File: src/rtl/ysyx_22041461_idu.sv
// NPC instruction-decode stage: RV32I/RV64I subset decoder with one output
// register, valid/ready handshake, halt/trap FSM and a forwarded-op counter.
module ysyx_22041461_idu #(
  parameter int XLEN  = 64,
  parameter int CNT_W = 32
) (
  input  logic             clk,
  input  logic             rst,
  input  logic             in_valid,
  output logic             in_ready,
  input  logic [31:0]      in_inst,
  input  logic [XLEN-1:0]  in_pc,
  input  logic             flush,
  output logic             out_valid,
  input  logic             out_ready,
  output logic [XLEN-1:0]  out_pc,
  output logic [4:0]       rs1,
  output logic [4:0]       rs2,
  output logic [4:0]       rd,
  output logic [XLEN-1:0]  imm,
  output logic [3:0]       alu_op,
  output logic [1:0]       alu_src,
  output logic [2:0]       wb_sel,
  output logic [1:0]       mem_op,
  output logic [1:0]       mem_size,
  output logic [1:0]       br_op,
  output logic             halt,
  output logic             trap,
  output logic [CNT_W-1:0] dec_cnt
);

  localparam logic RV64 = (XLEN == 64);

  localparam logic [3:0] ALU_NONE = 4'd0;
  localparam logic [3:0] ALU_ADD  = 4'd1;
  localparam logic [3:0] ALU_SUB  = 4'd2;
  localparam logic [3:0] ALU_SLL  = 4'd3;
  localparam logic [3:0] ALU_ADDW = 4'd4;
  localparam logic [3:0] ALU_SUBW = 4'd5;
  localparam logic [3:0] ALU_SLTU = 4'd6;
  localparam logic [3:0] ALU_ACLR = 4'd7;

  localparam logic [1:0] SRC_RR = 2'd0;
  localparam logic [1:0] SRC_RI = 2'd1;
  localparam logic [1:0] SRC_PI = 2'd2;

  localparam logic [2:0] WB_NONE = 3'd0;
  localparam logic [2:0] WB_ALU  = 3'd1;
  localparam logic [2:0] WB_SNPC = 3'd2;
  localparam logic [2:0] WB_IMM  = 3'd3;
  localparam logic [2:0] WB_MEM  = 3'd4;

  localparam logic [1:0] MEM_LD = 2'd1;
  localparam logic [1:0] MEM_ST = 2'd2;

  localparam logic [1:0] BR_EQ  = 2'd1;
  localparam logic [1:0] BR_NE  = 2'd2;
  localparam logic [1:0] BR_JMP = 2'd3;

  localparam logic [31:0] EBREAK = 32'h0010_0073;

  typedef enum logic [1:0] {
    RUN  = 2'd0,
    HALT = 2'd1,
    TRAP = 2'd2
  } state_t;

  state_t state;
  state_t state_nx;

  logic [6:0] op;
  logic [2:0] f3;
  logic [6:0] f7;

  assign op = in_inst[6:0];
  assign f3 = in_inst[14:12];
  assign f7 = in_inst[31:25];

  logic signed [11:0] raw_i;
  logic signed [11:0] raw_s;
  logic signed [12:0] raw_b;
  logic signed [31:0] raw_u;
  logic signed [20:0] raw_j;

  assign raw_i = in_inst[31:20];
  assign raw_s = {in_inst[31:25], in_inst[11:7]};
  assign raw_b = {in_inst[31], in_inst[7],
                  in_inst[30:25], in_inst[11:8], 1'b0};
  assign raw_u = {in_inst[31:12], 12'h000};
  assign raw_j = {in_inst[31], in_inst[19:12],
                  in_inst[20], in_inst[30:21], 1'b0};

  logic [XLEN-1:0] imm_i;
  logic [XLEN-1:0] imm_s;
  logic [XLEN-1:0] imm_b;
  logic [XLEN-1:0] imm_u;
  logic [XLEN-1:0] imm_j;

  assign imm_i = XLEN'(raw_i);
  assign imm_s = XLEN'(raw_s);
  assign imm_b = XLEN'(raw_b);
  assign imm_u = XLEN'(raw_u);
  assign imm_j = XLEN'(raw_j);

  logic wide_ok;
  logic f7_as;
  logic is_lui;
  logic is_auipc;
  logic is_jal;
  logic is_jalr;
  logic is_br;
  logic is_ld;
  logic is_st;
  logic is_addi;
  logic is_slli;
  logic is_sltiu;
  logic is_rr;
  logic is_rrw;
  logic is_ebrk;
  logic legal;

  // f3=011 selects the doubleword form of loads/stores, RV64 only
  assign wide_ok  = (f3 == 3'b010) || (RV64 && f3 == 3'b011);
  assign f7_as    = (f7 == 7'b000_0000) || (f7 == 7'b010_0000);

  assign is_lui   = op == 7'b011_0111;
  assign is_auipc = op == 7'b001_0111;
  assign is_jal   = op == 7'b110_1111;
  assign is_jalr  = op == 7'b110_0111 && f3 == 3'b000;
  assign is_br    = op == 7'b110_0011 && f3[2:1] == 2'b00;
  assign is_ld    = op == 7'b000_0011 && wide_ok;
  assign is_st    = op == 7'b010_0011 && wide_ok;
  assign is_addi  = op == 7'b001_0011 && f3 == 3'b000;
  assign is_slli  = op == 7'b001_0011 && f3 == 3'b001
                 && in_inst[31:26] == 6'd0
                 && (RV64 || !in_inst[25]);
  assign is_sltiu = op == 7'b001_0011 && f3 == 3'b011;
  assign is_rr    = op == 7'b011_0011 && f3 == 3'b000 && f7_as;
  assign is_rrw   = RV64 && op == 7'b011_1011
                 && f3 == 3'b000 && f7_as;
  assign is_ebrk  = in_inst == EBREAK;

  assign legal = is_lui | is_auipc | is_jal | is_jalr
               | is_br | is_ld | is_st | is_addi
               | is_slli | is_sltiu | is_rr | is_rrw;

  logic [3:0]      d_alu;
  logic [1:0]      d_src;
  logic [2:0]      d_wb;
  logic [1:0]      d_mem;
  logic [1:0]      d_sz;
  logic [1:0]      d_br;
  logic [XLEN-1:0] d_imm;

  always_comb begin
    d_alu = ALU_NONE;
    d_src = SRC_RR;
    d_wb  = WB_NONE;
    d_mem = 2'd0;
    d_sz  = 2'd0;
    d_br  = 2'd0;
    d_imm = '0;
    unique case (1'b1)
      is_lui: begin
        d_wb  = WB_IMM;
        d_imm = imm_u;
      end
      is_auipc: begin
        d_alu = ALU_ADD;
        d_src = SRC_PI;
        d_wb  = WB_ALU;
        d_imm = imm_u;
      end
      is_jal: begin
        d_alu = ALU_ADD;
        d_src = SRC_PI;
        d_wb  = WB_SNPC;
        d_br  = BR_JMP;
        d_imm = imm_j;
      end
      is_jalr: begin
        d_alu = ALU_ACLR;
        d_src = SRC_RI;
        d_wb  = WB_SNPC;
        d_br  = BR_JMP;
        d_imm = imm_i;
      end
      is_br: begin
        d_alu = ALU_ADD;
        d_src = SRC_PI;
        d_br  = f3[0] ? BR_NE : BR_EQ;
        d_imm = imm_b;
      end
      is_ld: begin
        d_alu = ALU_ADD;
        d_src = SRC_RI;
        d_wb  = WB_MEM;
        d_mem = MEM_LD;
        d_sz  = {1'b1, f3[0]};
        d_imm = imm_i;
      end
      is_st: begin
        d_alu = ALU_ADD;
        d_src = SRC_RI;
        d_mem = MEM_ST;
        d_sz  = {1'b1, f3[0]};
        d_imm = imm_s;
      end
      is_addi: begin
        d_alu = ALU_ADD;
        d_src = SRC_RI;
        d_wb  = WB_ALU;
        d_imm = imm_i;
      end
      is_slli: begin
        d_alu = ALU_SLL;
        d_src = SRC_RI;
        d_wb  = WB_ALU;
        d_imm = imm_i;
      end
      is_sltiu: begin
        d_alu = ALU_SLTU;
        d_src = SRC_RI;
        d_wb  = WB_ALU;
        d_imm = imm_i;
      end
      is_rr: begin
        d_alu = f7[5] ? ALU_SUB : ALU_ADD;
        d_wb  = WB_ALU;
      end
      is_rrw: begin
        d_alu = f7[5] ? ALU_SUBW : ALU_ADDW;
        d_wb  = WB_ALU;
      end
      default: begin
      end
    endcase
  end

  logic acc;
  logic fwd;

  assign acc = in_valid && in_ready;
  assign fwd = acc && legal;

  always_ff @(posedge clk or posedge rst) begin
    if (rst) begin
      state <= RUN;
    end else begin
      state <= state_nx;
    end
  end

  // ebreak and illegal words are consumed but never forwarded
  always_comb begin
    state_nx = state;
    if (acc && is_ebrk) begin
      state_nx = HALT;
    end else if (acc && !legal) begin
      state_nx = TRAP;
    end
  end

  always_comb begin
    in_ready = (state == RUN) && !flush
            && (!out_valid || out_ready);
    halt     = (state == HALT);
    trap     = (state == TRAP);
  end

  always_ff @(posedge clk or posedge rst) begin
    if (rst) begin
      out_valid <= 1'b0;
      out_pc    <= '0;
      rs1       <= '0;
      rs2       <= '0;
      rd        <= '0;
      imm       <= '0;
      alu_op    <= '0;
      alu_src   <= '0;
      wb_sel    <= '0;
      mem_op    <= '0;
      mem_size  <= '0;
      br_op     <= '0;
    end else if (fwd) begin
      out_valid <= 1'b1;
      out_pc    <= in_pc;
      rs1       <= in_inst[19:15];
      rs2       <= in_inst[24:20];
      rd        <= in_inst[11:7];
      imm       <= d_imm;
      alu_op    <= d_alu;
      alu_src   <= d_src;
      wb_sel    <= d_wb;
      mem_op    <= d_mem;
      mem_size  <= d_sz;
      br_op     <= d_br;
    end else if (flush || out_ready) begin
      out_valid <= 1'b0;
    end
  end

  always_ff @(posedge clk or posedge rst) begin
    if (rst) begin
      dec_cnt <= '0;
    end else if (fwd && dec_cnt != {CNT_W{1'b1}}) begin
      dec_cnt <= dec_cnt + CNT_W'(1);
    end
  end

endmodule

File: config.mk
export PLATFORM = sky130hd
export DESIGN_NAME = ysyx_22041461_idu
export DESIGN_NICKNAME = d
export VERILOG_FILES = /design/src/rtl/ysyx_22041461_idu.sv
export SDC_FILE = /design/constraint.sdc
export NUM_CORES = 1
export LEC_CHECK = 0
export BUFFER_PORTS_ARGS = -buffer_cell sky130_fd_sc_hd__buf_2
export CAP_MARGIN = 0
export CORE_ASPECT_RATIO = 0.6
export CORE_MARGIN = 2
export CORE_UTILIZATION = 49
export CTS_CLUSTER_DIAMETER = 30
export CTS_CLUSTER_SIZE = 28
export DETAILED_ROUTE_END_ITERATION = 6
export GPL_TIMING_DRIVEN = 0
export PLACE_DENSITY = 0.81
export SYNTH_ARGS = -nofsm -noshare
export SYNTH_HDL_FRONTEND = slang
export SYNTH_SLANG_ARGS = --single-unit
File: constraint.sdc
create_clock -name clk -period 5.9 [get_ports clk]
set_clock_uncertainty 0.15 [all_clocks]
set_input_delay 0 -clock clk [delete_from_list [all_inputs] [get_ports clk]]
set_output_delay 0 -clock clk [all_outputs]
set_load 0.05 [all_outputs]
# Word-level counts from Yosys, hierarchy flattened
# Cells that the tools add are included.
# classes
addsub	1
n_eq_ne	18
n_mux	14
n_bitwise	11
reduce_logical	41
# op_table
op	count
case mux 64 bit (5 select lines)	1
equality test 7 x 6 -> 1 bit, second input constant	5
adder 32 x 1 -> 32 bit, second input constant	1
equality test 32 x 21 -> 1 bit, second input constant	1
!= test 32 bit, second input constant	1
equality test 7 bit, second input constant	3
logical AND 1 bit	19
case mux 3 bit (6 select lines)	1
OR reduction 6 bit	3
equality test 7 x 5 -> 1 bit, second input constant	2
case mux 2 bit (2 select lines)	3
case mux 3 bit (4 select lines)	1
bitwise OR 1 bit	11
2-to-1 mux 2 bit	5
equality test 7 x 2 -> 1 bit, second input constant	1
zero test 7 bit	1
equality test 3 x 2 -> 1 bit, second input constant	2
zero test 6 bit	1
OR reduction 2 bit	3
OR reduction 5 bit	1
zero test 2 bit	2
logical OR 1 bit	4
nonzero test 2 bit	2
equality test 3 x 1 -> 1 bit, second input constant	1
other kinds (6)	10
# word_totals
ff_bits	193
in_bits	101
out_inout_bits	194
wordCells	99

# Depth between registers and ports, before layout
# depth
word_depth	16
depth_mapped	10
mapped_depth_nobuf	7

# Worst setup path before layout
# Ideal clock, no wire load.
# synth_path
kind	reg-to-reg
startpoint	reg dec_cnt[0]
endpoint	reg dec_cnt[8]
setup_time_ns	0.147
arrival_ns	2.269
required_ns	5.603
path_slack_ns	3.335
stages_incl_launch_ff	9
path_buffers	2
period_less_slack_ns	2.565
path_cell_list	dfrtp_1 ha_1 nand3_1 nor3_1 and4_1 buf_2 buf_1 nor3_1 xor2_1
# synth_via
elab_chain_cells	2
elab_cells_between_ends	3
classes_between	add/sub: 1; eq/ne: 1; reduce/logical: 1
# synth_lines
element	line_no	text
from (decl)	29	output logic [CNT_W-1:0] dec_cnt
from (signal assigned)	307	dec_cnt <= dec_cnt + CNT_W'(1);
parallel branches: the longest is 2 deep, another holds adder 32 x 1 -> 32 bit	n/a	
# Parallel ways; which one is timed is not known.
# A chain may end at the register's enable or synchronous reset.

# Worst setup path after layout
# layout_path
startpoint	in in_inst[12]
endpoint	reg out_valid
# layout_via
elab_chain_cells	13
elab_cells_between_ends	28
classes_between	eq/ne: 3; mux: 1; bitwise: 9; reduce/logical: 15
# layout_lines
element	line_no	text
from (decl)	11	input logic [31:0] in_inst,
zero test 3 bit	n/a	
logical AND 1 bit	129	assign is_jalr = op == 7'b110_0111 && f3 == 3'b000;
bitwise OR 1 bit	143	assign legal = is_lui | is_auipc | is_jal | is_jalr
bitwise OR 1 bit (4 in a row)	144	| is_br | is_ld | is_st | is_addi
bitwise OR 1 bit (3 in a row)	145	| is_slli | is_sltiu | is_rr | is_rrw;
bitwise OR 1 bit *	145	
logical AND 1 bit *	244	assign fwd = acc && legal;
2-to-1 mux 1 bit / nonzero test 2 bit (equally long branches)	n/a	
to (signal assigned)	273	out_valid <= 1'b0;
to (signal assigned)	286	out_valid <= 1'b1;
to (signal assigned)	299	out_valid <= 1'b0;
to (decl)	14	output logic out_valid,
# Every way passes the cells marked *; elsewhere a longest branch is shown, timed or not.

==> results.sh <==
export IMPL_clkTransAtPathRegs_ns=0.07
export IMPL_synth_edf_count=0
export IMPL_p_per_area_mw_per_mm2=277.7
export IMPL_p_leak_uw=0.006043
export IMPL_crit_chain="dlygate4sd3_1 -> buf_2 -> inv_1 -> a211oi_1 -> o21ai_2 -> o31ai_1 -> buf_4 -> buf_4 -> buf_2 -> o21ai_1 -> dlygate4sd3_1"
export IMPL_n_antenna_cell=0
export IMPL_grtUsageMet3_pct=7.744
export IMPL_cts_root_buf="clkbuf_16"
export IMPL_fillCellCount=1068
export IMPL_pin_count=295
export IMPL_setup_viol=0
export IMPL_min_path_cells=5
export IMPL_ys_seq_area_share_pct=54.61
export IMPL_drive_gt1_share_pct=33.31
export IMPL_final_hold_viol_count=0
export IMPL_fmax_ghz=0.3111
export IMPL_hold_start="in_valid"
export IMPL_first_pass_iters=7
export IMPL_finalNetCount=1299
export IMPL_hp_class="primary input to flop"
export IMPL_async_flop_share_pct=100.0
export IMPL_critical_path_class="primary input to flop"
export IMPL_synth_ff_latch_count=160
export IMPL_core_area_mm2=0.01455
export IMPL_cts_tree="built"
export IMPL_total_power_uw=2952
export IMPL_wl_per_cell_um=18.05
export IMPL_cp_data_required_time_ns=6.05
export IMPL_slew_violations=0
export IMPL_finalWeightedCongestion=0.9279
export IMPL_synth_flop_cell="dfrtp_1"
export IMPL_drtIter0Drc=534
export IMPL_vias=7470
export IMPL_grt_pass1_wl_um=40280
export IMPL_clock_sinks=160
export IMPL_worstSetupEndpointType="flop"
export IMPL_rrSetupSlack_ns=3.12
export IMPL_viasPerCell=5.305
export IMPL_drcViolationCount=0
export IMPL_clk_latency_ns=0.42
export IMPL_crit_slowest_cell="dlygate4sd3_1"
export IMPL_syn2layout_area_growth_pct=44.98
export IMPL_cap_violations=0
export IMPL_ys_warn_count=0
export IMPL_grt_max_degree=112
export IMPL_critPathMaxStageDelay_ns=0.57
export IMPL_grt_busiest_layer="met2"
export IMPL_synth_nets=891
export IMPL_cts_made_buffers=17
export IMPL_antenna_found_initial=0
export IMPL_relSlewSlack_pct=33.34
export IMPL_postCtsSetupRepairBufs=0
export IMPL_post_dp_hpwl_um=17070
export IMPL_worstReg2RegStart="dec_cnt[8]$_DFFE_PP0P_"
export IMPL_reg2regPathDepth=7
export IMPL_outcome="completed"
export IMPL_start_kind="primary input"
export IMPL_worst_slew_pin_slew_ns=0.9999
export IMPL_clockBufferDepth=2
export IMPL_synth_cells=789
export IMPL_synth_area_mm2=0.007332
export IMPL_h_tree_depth=4
export IMPL_die_area_mm2=0.01599
export IMPL_timing_final_crit_share_pct=54.49
export IMPL_grt_pass1_vias=7373
export IMPL_io_buffers=289
export IMPL_rsz0062_at_grt="false"
export IMPL_multi_input_area_mm2=0.002870
export IMPL_start_util_pct=50.40
export IMPL_worstPathArrival_ns=3.37
export IMPL_die_w_um=161.9
export IMPL_grtUsageMet2_pct=51.78
export IMPL_rows=34
export IMPL_ant_nets=0
export IMPL_grt_usage_pct=32.44
export IMPL_grt_overflow=0
export IMPL_holdPathEnd="dec_cnt[11]$_DFFE_PP0P_"
export IMPL_ys_types=59
export IMPL_peakVddDrop_v=0.0001558
export IMPL_met1_usage_pct=44.56
export IMPL_rr_endpoint="dec_cnt[19]$_DFFE_PP0P_"
export IMPL_whs_ns=0.04694
export IMPL_die_h_um=98.75
export IMPL_path_max_fanout=10
export IMPL_syn_area_per_cell_um2=9.293
export IMPL_totalWireLength_um=25420
export IMPL_period_needed_ns=3.215
export IMPL_regArea_mm2=0.004004
## state kept, by name, summed over array words and instances (netlist names)
name       flops
out_pc        64
dec_cnt       32
imm           32
rd             5
rs1            5
rs2            5
alu_op         3
wb_sel         3
alu_src        2
br_op          2
mem_op         2
mem_size       2
state          2
out_valid      1
## synth_stat cells, drive strengths merged (5+ instances only)
cell type / number / area, µm²
xor2: 20 / 175.2
nor4: 15 / 143.9
buf: 61 / 401.6
nand3: 17 / 85.08
dfrtp: 160 / 4004
nand3b: 6 / 45.04
a31oi: 11 / 68.82
xnor2: 11 / 96.34
a21oi: 7 / 35.03
o21ai: 14 / 73.82
and4: 6 / 52.55
nand2: 300 / 1126
nand4: 11 / 68.82
a221oi: 5 / 43.79
nor2: 43 / 161.4
clkbuf: 10 / 37.54
nor4b: 5 / 58.80
inv: 5 / 18.77
nor3: 22 / 125.1
a221o: 11 / 110.1
and3: 5 / 31.28
## how the worst max path moves through the flow
stage                                 startpoint                 endpoint  slack, ns  cells past startpoint
after detailed placement  dec_cnt[8]$_DFFE_PP0P_  dec_cnt[19]$_DFFE_PP0P_       3.24                      7
after CTS                            in_inst[12]    out_valid$_DFFE_PP0P_       2.77                     11
after global routing                 in_inst[12]    out_valid$_DFFE_PP0P_       2.53                     11
after floorplan                              rst    alu_op[0]$_DFFE_PP0P_       1.43                      1
final                                in_inst[12]    out_valid$_DFFE_PP0P_       2.69                     11
after global placement                       rst    out_pc[5]$_DFFE_PP0P_      -0.40                      2
## metrics by stage
stage               setup slack, ns  setup TNS, ns  cell area [µm²]  cells  utilization (%)
floorplan                     1.430              0             7332    789                -
global placement            -0.4037         -63.26             9026   1276            62.04
detailed placement            3.242              0             9061   1277            62.28
CTS                           2.766              0            10630   1408            73.07
global route                  2.527              0            10630   1408            73.07
finish                        2.685              0            10630   1408            73.07
## what timing repair did
| action | 4_1_cts | 5_1_grt |
|---|---|---|
| hold buffers | 99 | 0 |
| resized for setup | 0 | 0 |
| endpoints found under the hold margin | 282 | 0 |
## report_power, final
part	switching, µW	internal (µW)	total (µW)
Clock	513	577	1090
Combinational	464	187	651
Sequential	47.9	1160	1210
Total	1020	1930	2950
## cell families (layout without fill, tap and decap cells)
kind of cell	count (synthesis)	after routing	share of synthesized area, %
other	1	1	0.05115
muxes	1	1	0.1536
AOI/OAI and AO/OA	63	63	6.417
and+or+nand+nor	456	456	28.65
adders and majority gates	1	1	0.1706
buffers and inverters	76	497	6.246
DFF	160	160	54.61
xor gates and xnor gates	31	31	3.703
## cells in the final DEF (no fill, tap or decap), types with 4 or more instances in the layout
master and instances:
buf_2 310, nand2_1 300, dfrtp_1 160, dlygate4sd3_1 99, nor2_1 43, buf_4 39
xor2_1 20, nor3_1 19, nand3_1 17, clkbuf_16 17, o21ai_0 11, a31oi_1 11
nand4_1 11, xnor2_1 11, a221o_1 11, clkbuf_1 10, nor4_2 8, nor4_1 7
a21oi_1 7, and4_1 6, nand3b_1 6, inv_8 6, inv_6 6, and3_1 5
a221oi_1 5, inv_1 4, and2_1 4, nor4b_1 4
## layout make-up
type,instances,area share (%)
multi-input combinational,553,27.00
sequential,160,37.66
timing repair buffer,389,23.19
buffer,71,4.131
inverter,5,0.2472
tap,198,2.331
clock buffer,18,4.131
clock inverter,14,1.306
## metal layers
metal,share of wire (%),up-vias,wire [µm]
li1,-,3436,-
met5,0,-,0
met3,9.8,50,2488
met1,42,3556,10590
met4,2.2,0,551
met2,46,428,11790
## critical path: cells and delay by family
family / cells / cell delay, ns
AOI/OAI and AO/OA: 4 / 1.17
buffers and inverters: 7 / 2.19
(Power assumes the default switching activity.)
